[src/rtl/reg_writeback_queue_if.sv]
// Producer-side push channel of the register write-back queue.
// The producer (master) offers a destination index and result; the queue (slave) accepts it.
interface reg_writeback_queue_if #(
  parameter int DATA_WIDTH = 16,
  parameter int ADDR_WIDTH = 3
);
  // Handshake: a word transfers on a rising edge where wr_valid && wr_ready.
  // The master holds wr_valid, wr_dr and wr_data stable until that edge.
  // wr_ready may depend on same-cycle inputs (flush) but never on wr_valid.
  logic                  wr_valid;
  logic                  wr_ready;
  logic [ADDR_WIDTH-1:0] wr_dr;
  logic [DATA_WIDTH-1:0] wr_data;

  modport master (
    output wr_valid,
    output wr_dr,
    output wr_data,
    input  wr_ready
  );

  modport slave (
    input  wr_valid,
    input  wr_dr,
    input  wr_data,
    output wr_ready
  );
endinterface

[src/rtl/reg_writeback_queue.sv]
// FIFO of pending register-file writes with hazard lookup and NZP update on commit.
// Optional macro WB_FORWARD_EN enables youngest-entry data forwarding for sr1/sr2.
module reg_writeback_queue #(
  parameter int DATA_WIDTH = 16,
  parameter int ADDR_WIDTH = 3,
  parameter int DEPTH      = 4
) (
  input  logic                     clk,
  input  logic                     reset,
  reg_writeback_queue_if.slave     wr,
  input  logic                     drain_en,
  input  logic                     flush,
  output logic [DATA_WIDTH-1:0]    rf_din,
  output logic [ADDR_WIDTH-1:0]    rf_dr,
  output logic                     rf_ld_reg,
  input  logic [ADDR_WIDTH-1:0]    sr1,
  input  logic [ADDR_WIDTH-1:0]    sr2,
  output logic                     sr1_pending,
  output logic                     sr2_pending,
  output logic [DATA_WIDTH-1:0]    sr1_fwd_data,
  output logic [DATA_WIDTH-1:0]    sr2_fwd_data,
  output logic [2:0]               nzp,
  output logic [$clog2(DEPTH):0]   count
);

  localparam int PTR_W = $clog2(DEPTH);
  localparam int CNT_W = PTR_W + 1;
  localparam logic [CNT_W-1:0] FULL_COUNT = CNT_W'(DEPTH);

  logic [ADDR_WIDTH-1:0] slot_dr   [DEPTH];
  logic [DATA_WIDTH-1:0] slot_data [DEPTH];
  logic [DEPTH-1:0]      slot_valid;

  logic [PTR_W-1:0] head;
  logic [PTR_W-1:0] tail;
  logic [CNT_W-1:0] count_q;
  logic [2:0]       nzp_q;

  logic       not_empty;
  logic       push;
  logic       pop;
  logic       din_neg;
  logic       din_zero;
  logic [2:0] nzp_next;

  logic [DEPTH-1:0] sr1_hit;
  logic [DEPTH-1:0] sr2_hit;

  // Ready ignores a same-cycle pop so a full queue never accepts.
  assign not_empty   = (count_q != '0);
  assign wr.wr_ready = (count_q != FULL_COUNT) && !flush;
  assign push        = wr.wr_valid && wr.wr_ready;

  assign rf_ld_reg = not_empty && drain_en && !flush;
  assign pop       = rf_ld_reg;
  assign rf_din    = not_empty ? slot_data[head] : '0;
  assign rf_dr     = not_empty ? slot_dr[head]   : '0;

  assign din_neg  = rf_din[DATA_WIDTH-1];
  assign din_zero = (rf_din == '0);
  assign nzp_next = {din_neg, din_zero, !din_neg && !din_zero};

  assign count = count_q;
  assign nzp   = nzp_q;

  // Payload slots are not reset; only the valid bits and pointers matter.
  always_ff @(posedge clk) begin
    if (!reset) begin
      head       <= '0;
      tail       <= '0;
      count_q    <= '0;
      slot_valid <= '0;
      nzp_q      <= 3'b010;
    end else if (flush) begin
      head       <= '0;
      tail       <= '0;
      count_q    <= '0;
      slot_valid <= '0;
    end else begin
      if (push) begin
        slot_dr[tail]    <= wr.wr_dr;
        slot_data[tail]  <= wr.wr_data;
        slot_valid[tail] <= 1'b1;
        tail             <= tail + 1'b1;
      end
      if (pop) begin
        slot_valid[head] <= 1'b0;
        head             <= head + 1'b1;
        nzp_q            <= nzp_next;
      end
      case ({push, pop})
        2'b10:   count_q <= count_q + 1'b1;
        2'b01:   count_q <= count_q - 1'b1;
        default: count_q <= count_q;
      endcase
    end
  end

  always_comb begin
    sr1_hit = '0;
    sr2_hit = '0;
    for (int i = 0; i < DEPTH; i++) begin
      sr1_hit[i] = slot_valid[i] && (slot_dr[i] == sr1);
      sr2_hit[i] = slot_valid[i] && (slot_dr[i] == sr2);
    end
  end

  assign sr1_pending = |sr1_hit;
  assign sr2_pending = |sr2_hit;

`ifdef WB_FORWARD_EN
  logic [PTR_W-1:0] age_idx;

  // Walk slots oldest-to-youngest from head so the last hit wins, independent of wrap.
  always_comb begin
    sr1_fwd_data = '0;
    sr2_fwd_data = '0;
    age_idx      = head;
    for (int i = 0; i < DEPTH; i++) begin
      age_idx = head + PTR_W'(i);
      if (sr1_hit[age_idx]) sr1_fwd_data = slot_data[age_idx];
      if (sr2_hit[age_idx]) sr2_fwd_data = slot_data[age_idx];
    end
  end
`else
  assign sr1_fwd_data = '0;
  assign sr2_fwd_data = '0;
`endif

endmodule

[src/flat_wrapper.sv]
// flat-port wrapper written by rule: the top's interface ports become plain ports
module reg_writeback_queue_flat 
#(
  parameter int DATA_WIDTH = 16,
  parameter int ADDR_WIDTH = 3,
  parameter int DEPTH      = 4
)
  (clk, reset, drain_en, flush, rf_din, rf_dr, rf_ld_reg, sr1, sr2, sr1_pending, sr2_pending, sr1_fwd_data, sr2_fwd_data, nzp, count, wr_wr_valid, wr_wr_dr, wr_wr_data, wr_wr_ready);
  reg_writeback_queue_if #(.DATA_WIDTH(DATA_WIDTH), .ADDR_WIDTH(ADDR_WIDTH)) wr_i ();
  input  logic clk;
  input  logic reset;
  input  logic drain_en;
  input  logic flush;
  output logic [DATA_WIDTH-1:0] rf_din;
  output logic [ADDR_WIDTH-1:0] rf_dr;
  output logic rf_ld_reg;
  input  logic [ADDR_WIDTH-1:0] sr1;
  input  logic [ADDR_WIDTH-1:0] sr2;
  output logic sr1_pending;
  output logic sr2_pending;
  output logic [DATA_WIDTH-1:0] sr1_fwd_data;
  output logic [DATA_WIDTH-1:0] sr2_fwd_data;
  output logic [2:0] nzp;
  output logic [$clog2(DEPTH):0] count;
  input wire logic [$bits(wr_i.wr_valid)-1:0] wr_wr_valid;
  input wire logic [$bits(wr_i.wr_dr)-1:0] wr_wr_dr;
  input wire logic [$bits(wr_i.wr_data)-1:0] wr_wr_data;
  output wire logic [$bits(wr_i.wr_ready)-1:0] wr_wr_ready;
  assign wr_i.wr_valid = wr_wr_valid;
  assign wr_i.wr_dr = wr_wr_dr;
  assign wr_i.wr_data = wr_wr_data;
  assign wr_wr_ready = wr_i.wr_ready;
  reg_writeback_queue #(.DATA_WIDTH(DATA_WIDTH), .ADDR_WIDTH(ADDR_WIDTH), .DEPTH(DEPTH)) u_core (.clk(clk), .reset(reset), .wr(wr_i), .drain_en(drain_en), .flush(flush), .rf_din(rf_din), .rf_dr(rf_dr), .rf_ld_reg(rf_ld_reg), .sr1(sr1), .sr2(sr2), .sr1_pending(sr1_pending), .sr2_pending(sr2_pending), .sr1_fwd_data(sr1_fwd_data), .sr2_fwd_data(sr2_fwd_data), .nzp(nzp), .count(count));
endmodule
[config.mk]
export PLATFORM = sky130hd
export DESIGN_NAME = reg_writeback_queue_flat
export DESIGN_NICKNAME = d
export VERILOG_FILES = /design/src/rtl/reg_writeback_queue_if.sv /design/src/rtl/reg_writeback_queue.sv /design/src/flat_wrapper.sv
export SDC_FILE = /design/constraint.sdc
export NUM_CORES = 1
export LEC_CHECK = 0
export CAP_MARGIN = 10
export CORE_MARGIN = 2
export CORE_UTILIZATION = 40
export CTS_BUF_LIST = sky130_fd_sc_hd__clkbuf_16
export CTS_CLUSTER_SIZE = 10
export DETAILED_ROUTE_END_ITERATION = 10
export GPL_TIMING_DRIVEN = 0
export HOLD_SLACK_MARGIN = 0.15
export PLACE_DENSITY_LB_ADDON = 0.12
export SYNTH_ARGS = -nofsm -noshare
export SYNTH_HDL_FRONTEND = slang
export SYNTH_SLANG_ARGS = --single-unit
[constraint.sdc]
create_clock -name clk -period 2.36 [get_ports clk]
set_clock_uncertainty 0.15 [all_clocks]
set_input_delay 0.354 -clock clk [delete_from_list [all_inputs] [get_ports clk]]
set_output_delay 0.354 -clock clk [all_outputs]
set_load 0.02 [all_outputs]
== Yosys cells after proc, flatten, opt, wreduce, memory -nomap -nowiden ==
Memories as Yosys holds them, arrays and structs flattened. A register that Yosys moved wholly into a read port is not among the register bits.
Cells that the tools add are included.
Operators by class
  reductions and logical operators: 25
  bitwise gates (word level): 5
  multipliers: 0
  shift-type cells: 0
  mux-type cells: 19
  div/mod/pow operators: 0
  order comparisons: 4
  eq/ne operators: 11
  $add $sub $neg: 4
Operators with widths (number)
  $eq 3x3->1: 8
  $logic_not 16->1: 1
  $mux 16: 1
  $mux 4: 4
  $logic_and 1x1->1: 15
  $mux 2: 4
  $reduce_or 4->1: 2
  $lt 2x3->1 const B: 2
  $mux 1: 6
  $pmux 3 s2: 1
  $add 2x1->2 const B: 2
  $and 4x4->4: 1
  $demux 1 s2: 2
  $ge 2x1->1 const B: 2
  $not 4->4: 1
  $or 4x4->4: 1
  $add 3x1->3 const B: 1
  $logic_not 1->1: 3
  $mux 3: 1
  $ne 3x3->1 const B: 1
  $reduce_bool 3->1: 1
  $sub 3x1->3 const B: 1
  $eq 2x1->1 const B: 1
  $eq 2x2->1 const B: 1
  other kinds (4): 5
Storage, ports and cells
  ROM bits: 0
  bits in writable memories: 76
  logic and storage cells: 75
  output and inout port bits: 61
  register bits: 14
  memories: 2
  input port bits: 30
  latch bits: 0
Memories
  u_core.slot_data: words 4, width 16, rd ports 1, clocked after memory_dff 1, write ports 1, RTL line reg_writeback_queue.sv:31  | logic [DATA_WIDTH-1:0] slot_data [DEPTH];
  u_core.slot_dr: words 4, width 3, rd ports 5, clocked after memory_dff 1, write ports 1, RTL line reg_writeback_queue.sv:30  | logic [ADDR_WIDTH-1:0] slot_dr [DEPTH];

== Depth between registers and ports, before layout ==
Gate-level depths: netlist (run 1).
  depth in word-level cells: 10
  mapped depth: 10
  gate-level depth less buffers: 9

== Least setup slack after synthesis (run 1) ==
OpenSTA, ideal clock, no wires.
  kind: register to register
  start point: reg u_core.count_q[0], in the netlist u_core.count[0]
  end point: reg u_core.count_q[2], in the netlist u_core.count[2]
  required time: 2.139 ns
  stages on the path, launching flop included: 9
  period minus slack after synthesis: 2.550 ns
  path slack: -0.190 ns
  arrival: 2.329 ns
  setup time: 0.071 ns
  path through: dfxtp_1 > o31ai_1 > nor2_1 > ha_1 > inv_1 > fa_1 > xor2_1 > or3_1 > a21oi_1
Between the ends
  cells in the longest elaborated chain, start to end: 5
  elaborated cells between the ends (all ways): 12
Ends and longest elaborated chain
  from (decl): RTL line reg_writeback_queue.sv:36  | logic [CNT_W-1:0] count_q;
  from (signal assigned): RTL line reg_writeback_queue.sv:92  | 2'b10: count_q <= count_q + 1'b1;
  from (signal assigned): RTL line reg_writeback_queue.sv:93  | 2'b01: count_q <= count_q - 1'b1;
  from (signal assigned): RTL line reg_writeback_queue.sv:94  | default: count_q <= count_q;
  $reduce_bool 3->1 *: RTL line reg_writeback_queue.sv:50  | assign not_empty = (count_q != '0);
  $logic_and 1x1->1 * (2 in a row): RTL line reg_writeback_queue.sv:54  | assign rf_ld_reg = not_empty && drain_en && !flush;
  named net rf_ld_reg: RTL line flat_wrapper.sv:16  | output logic rf_ld_reg;
  $eq 2x1->1 / $eq 2x2->1 (equally long branches): RTL line reg_writeback_queue.sv:91  | case ({push, pop})
  $pmux 3 s2 / $reduce_bool 2->1 (equally long branches)
The timed path passes the listed nets; every way through them passes the cells marked *.
A chain may end at the register's enable or synchronous reset.

==> metrics.txt, run 1 <==
Final ANT Viol Nets=0; CTS root buffer=clkbuf_16; Final Util=0.539; Antenna diodes=0; R2R Path End=u_core.nzp[0]; DP Area=5110 µm²; clock latency at the later pin of the worst-skew pair=0.33 ns; Nets=435; CP Capture Type=output port; status=finished clean; setup slack, reg-to-reg=0.11 ns; Hold Path Class=register to register; Worst EP arrival=1.85 ns; critical path peak fanout=6; port bufs=52; Tot GR Track Use=0.155; Die H=108 µm; Worst Hold Slack=0.351 ns; VDD IR-drop max=0.372 mV; number of global-route vias before repair=2463; final worst slack=0.00940 ns; FMAX=425 MHz; DR WL/cell=16.2 µm; min-delay src=u_core.nzp[2]; TritonCTS Buffers=9; initial core utilization=0.414; Fin Setup TNS=0 ns; mapped cell area=4290 µm²; Post-CTS Hold Fix Bufs=0; Critical Path Source Type=register; initial antenna violation count=0; Via density=4.71; average size of a mapped cell=15.2 µm²; reg2reg path depth=9; clock-pin transition on the worst setup and hold timing paths=0.07 ns; worst slack at placement=-0.896 ns; routed wire length=8.71 mm; Tcrit/Tclk final=0.996; Syn-to-layout area delta=30.3%; # H-tree levels=3; CORE AREA=10400 µm²; Netlist cell types=36; register bit total from synthesis=92; first-pass GRT wire length=13.3 mm; final max-slew violation count=0; setup violators final=0; total number of vias=2522; I/O pin count=91; Post-Synthesis Cells=282; share of cells above drive strength 1=0.325; Seq/Total Area, Yosys=0.607; power per standard cell area=618 nW/µm²; Critical Path RT=1.86 ns; Hold Path Depth=2; Tmin final=2.35 ns; detailed-router iteration count before antenna repair=4; clock sink count=92; CTS tree=yes; largest net degree at the start of global routing=20; Detailed Place HPWL=5.65 mm; Final Cell Area=5590 µm²; Max Cap Viol=0; Post-route DRC=0; DIE AREA=11600 µm²; CTS max path bufs=2; GR Overflow Total=0; critical path class=register to output port; Placement Rows=37; RSZ-0062 raised after global routing=true; Hold Fails Final Rpt=0; synth warn=0; DIE WIDTH=108 µm; DRC violation total after the first TritonRoute iteration=108; routability cong.=0.720; Endpoint, Worst Hold=u_core.nzp[2]; Static Leak=2.06 nW
-- flip-flops by register name, indices dropped and copies added, names as in the netlist, named ones only --
name / flops
u_core.slot_valid: 4
u_core.slot_dr: 12
u_core.nzp: 3
u_core.count: 3
u_core.tail: 2
u_core.head: 2
u_core.slot_data: 64
-- per-layer routing --
| metal | vias up | routed length [µm] | global-route usage |
|---|---|---|---|
| met2 | 101 | 4020 | 0.243 |
| met1 | 1204 | 4030 | 0.214 |
| met3 | 11 | 532 | 0.0381 |
| met5 | - | 0 | 0 |
| li1 | 1206 | - | - |
| met4 | 0 | 127 | 0.0485 |
-- timing repair --
| item | in CTS | in global routing |
|---|---|---|
| cloned | 1 | 0 |
| pin swaps | 2 | 2 |
| setup buffers | 11 | 8 |
| gates resized for setup | 103 | 33 |
| endpoints found under the setup margin | 101 | 18 |
-- worst max-delay path, stage by stage (launching register included) --
cell,delay [ns]
dfxtp_2,0.33
buf_8,0.14
buf_16,0.12
buf_4,0.10
mux4_2,0.50
nor2b_1,0.16
buf_2,0.16
-- layout by cell type, fill, tap and decap left out, drive strengths merged, types with 2 or more instances in the layout --
cell type      synthesis  routed
ha                     9       9
mux4                  19      19
conb                   1      32
a21oi                  8       8
dfxtp                 16      16
nor2b                 19      19
dlymetal6s2s           0       2
nor3                   2       2
buf                   38      74
inv                    9      14
nor4                   3       3
nand2                  3       3
o21ai                  3       3
nor2                   9       9
xor2                   2       2
clkdlybuf4s50          0      29
a211oi                 5       5
and3                   4       4
clkinv                 0       2
clkbuf                 8      19
edfxtp                76      76
nand4                 10      10
dlygate4sd2            0       2
xnor2                 26      26
-- stage by stage --
| stage | std cells | total power [mW] |
|---|---|---|
| after global placement | 501 | 2.11 |
| after global routing | 536 | 3.58 |
| after CTS | 529 | 3.47 |
| after detailed placement | 501 | 2.11 |
| final | 536 | 3.45 |
| after floorplan | 313 | 2.01 |
-- synth_stat cells, drive strengths merged --
library cell,count,share of area
o211ai,1,0.0018
nand4b,1,0.0020
nor4,3,0.0087
and3,4,0.0058
fa,1,0.0047
o21ai,3,0.0035
a21oi,8,0.0093
nand2b,1,0.0015
nand2,3,0.0026
mux2i,1,0.0023
ha,9,0.026
nor2b,19,0.028
nand4,10,0.015
o31a,1,0.0020
o31ai,1,0.0018
or3,1,0.0015
inv,9,0.0079
a21boi,1,0.0018
conb,1,0.00087
nor2,9,0.0079
dfxtp,16,0.075
nand3b,1,0.0018
buf,38,0.066
o211a,1,0.0023
a211oi,5,0.0087
xnor2,26,0.053
nor3,2,0.0023
o21a,1,0.0018
edfxtp,76,0.53
clkbuf,8,0.0070
xor2,2,0.0041
mux4,19,0.11
-- worst max-delay path by stage --
stage | to | slack (ns) | depth (start not counted)
finish | rf_din[1] | 0.009 | 6
global route | rf_din[15] | -0.05 | 6
CTS | rf_din[5] | -0.11 | 5
detailed placement | u_core.slot_data[1][2] | -0.90 | 4
global placement | rf_din[15] | -0.96 | 5
floorplan | u_core.count[2] | 0.06 | 8
-- cells by family after synthesis --
logic type      count (synthesis)  synth area share
simple gates                   54            0.0764
fa+ha+maj                      10            0.0309
buf+inv                        55            0.0808
xor+xnor                       28            0.0572
other cells                     1          0.000874
mux                            20             0.114
compound gates                 22            0.0330
flops                          92             0.607
-- power breakdown --
part,total [mW],internal [mW],switching (mW),leakage [nW]
Sequential,1.78,1.77,0.0104,0.818
Clock,1.35,0.732,0.617,0.144
Combinational,0.321,0.153,0.167,1.10
-- layout make-up --
| class | count | area [µm²] |
|---|---|---|
| Buffer | 46 | 343 |
| Clock buffer | 9 | 225 |
| Clock inverter | 7 | 58.8 |
| Fill cell | 908 | 4780 |
| Inverter | 9 | 33.8 |
| Multi-Input combinational cell | 166 | 1520 |
| Sequential cell | 92 | 2610 |
| Tap cell | 136 | 170 |
| Timing Repair Buffer | 71 | 634 |
No activity file was read; power rests on OpenSTA's default activity.
==> run 2: changes to the inputs <==
CORE_MARGIN = 5   (was 2)
==> run 2 against run 1 <==
The flow now finishes with violations (negative setup slack); first-iteration DRC count decreased by 22%; final area is essentially flat; sequential share of layout area is 0.055 points higher; worst setup slack worse by 0.027 ns; global-route usage decreased by 1.6 points; maximum frequency is 1.1% lower; largest cell class unchanged.
==> metrics.txt, run 2 (synthesis results as in run 1) <==
DP Cell Count=501; # H-tree levels=3; final max-slew violation count=0; Hold Fails Final Rpt=0; total number of vias=2487; Nets=430; DIE WIDTH=114 µm; Die H=114 µm; clock sink count=92; CORE AREA=10400 µm²; CTS root buffer=clkbuf_16; Worst Hold Slack=0.366 ns; DR WL/cell=16.9 µm; Tot GR Track Use=0.140; most common cell after layout, fill and taps aside=edfxtp_1; GR Overflow Total=0; Hold Path Class=register to register; Critical Path Source Type=register; critical path peak fanout=5; status=complete, but fails checks; sw power=0.827 mW; routability cong.=0.768; Tmin final=2.38 ns; area of the multi-input gates=1490 µm²; sw frac=0.237; fillers=881; Max Cap Viol=0; max_slew headroom=0.603; CTS max path bufs=2; register area=2610 µm²; port bufs=52; power per standard cell area=625 nW/µm²; Internal Power=2.67 mW; Largest regs=u_core.slot_data (64), u_core.slot_dr (12), u_core.slot_valid (4); clock-pin transition on the worst setup and hold timing paths=0.07 ns; VDD IR-drop max=0.372 mV; Critical Path RT=1.86 ns; reg2reg start=u_core.count[2]; clock share of power=0.398; violated checks=negative setup slack; Via density=4.68; Post-route DRC=0; FMAX=421 MHz; detailed-router iteration count before antenna repair=4; Fin Setup TNS=-0.0173 ns; critical path class=register to output port; power share of the sequential group=0.509; Finished Layout Cells=531; Largest Register=u_core.slot_data; Antenna diodes=0; I/O pin count=91; share of cells above drive strength 1=0.329; Final ANT Viol Nets=0; routed wire length=8.96 mm; final worst slack=-0.0173 ns; setup violators final=1; combinational share of power=0.093; first-pass GRT wire length=13.6 mm; CTS tree=yes; measured slew at the worst slew-check pin=0.596 ns; number of global-route vias before repair=2562; Worst EP arrival=1.87 ns; TritonCTS Buffers=9; largest net degree at the start of global routing=20; Post-CTS Hold Fix Bufs=0; DRC violation total after the first TritonRoute iteration=84; DIE AREA=12900 µm²; min-delay src=u_core.head[1]; CP Capture Type=output port; worst slack at placement=-0.891 ns; clock latency at the later pin of the worst-skew pair=0.34 ns; Tcrit/Tclk final=1.01; Syn-to-layout area delta=30.3%; Largest register FFs=64; Placement Rows=37; Static Leak=2.06 nW; initial core utilization=0.412; Final Total Pwr=3.50 mW; most frequent cells in the layout=edfxtp_1, buf_4, conb_1; RSZ-0062 raised after global routing=true; Detailed Place HPWL=5.84 mm; initial antenna violation count=0
run 2: cell types whose count changed in the layout (fill, tap and decap cells not counted), sizes merged:
cell / previous run / this run
clkbuf: 19 / 18
buf: 74 / 70
run 2: layer usage:
metal / GRT usage / vias up / wire, µm / part of all wire
met5: 0 / - / 0 / 0
met1: 0.177 / 1211 / 3850 / 0.43
li1: - / 1194 / - / -
met2: 0.238 / 76 / 4540 / 0.51
met3: 0.0281 / 6 / 500 / 0.056
met4: 0.0513 / 0 / 69 / 0.0077
run 2: final timing paths:
check	endpoint	slack (ns)	cells after the start
max reg2reg	u_core.count[2]	0.10	8
min	register	0.37	2
min reg2reg	register	0.37	2
max	rf_din[9]	-0.02	6
run 2: worst max-delay path, cell delays in order (launching register included):
cell	delay, ns
dfxtp_4	0.37
buf_12	0.11
buf_16	0.11
buf_12	0.12
mux4_2	0.51
nor2b_1	0.15
buf_2	0.16
run 2: final cells by class:
cell class                      count  area share
Inverter                            9     0.00604
Clock buffer                        9      0.0403
Clock inverter                      7      0.0116
Timing Repair Buffer               67       0.116
Buffer                             45      0.0616
Sequential cell                    92       0.467
Tap cell                          136      0.0304
Multi-Input combinational cell    166       0.267
run 2: timing repair:
action,in CTS,in global routing
pin swaps,1,2
endpoints found under the setup margin,100,17
gates cloned,2,0
setup buffers,6,7
gates resized for setup,101,40
run 2: power by group through the flow:
stage / clock, mW / combinational (mW) / sequential (mW)
4_1_cts: 1.43 / 0.305 / 1.78
3_5_place_dp: 0 / 0.300 / 1.82
3_3_place_gp: 0 / 0.297 / 1.82
2_1_floorplan: 0 / 0.190 / 1.82
5_1_grt: 1.50 / 0.348 / 1.78
6_report: 1.39 / 0.324 / 1.78
run 2: metrics by stage:
stage	cell area, µm²	util
after floorplan	4410	-
after global placement	5100	0.490
after detailed placement	5110	0.490
after CTS	5450	0.523
after global routing	5590	0.537
final	5590	0.537
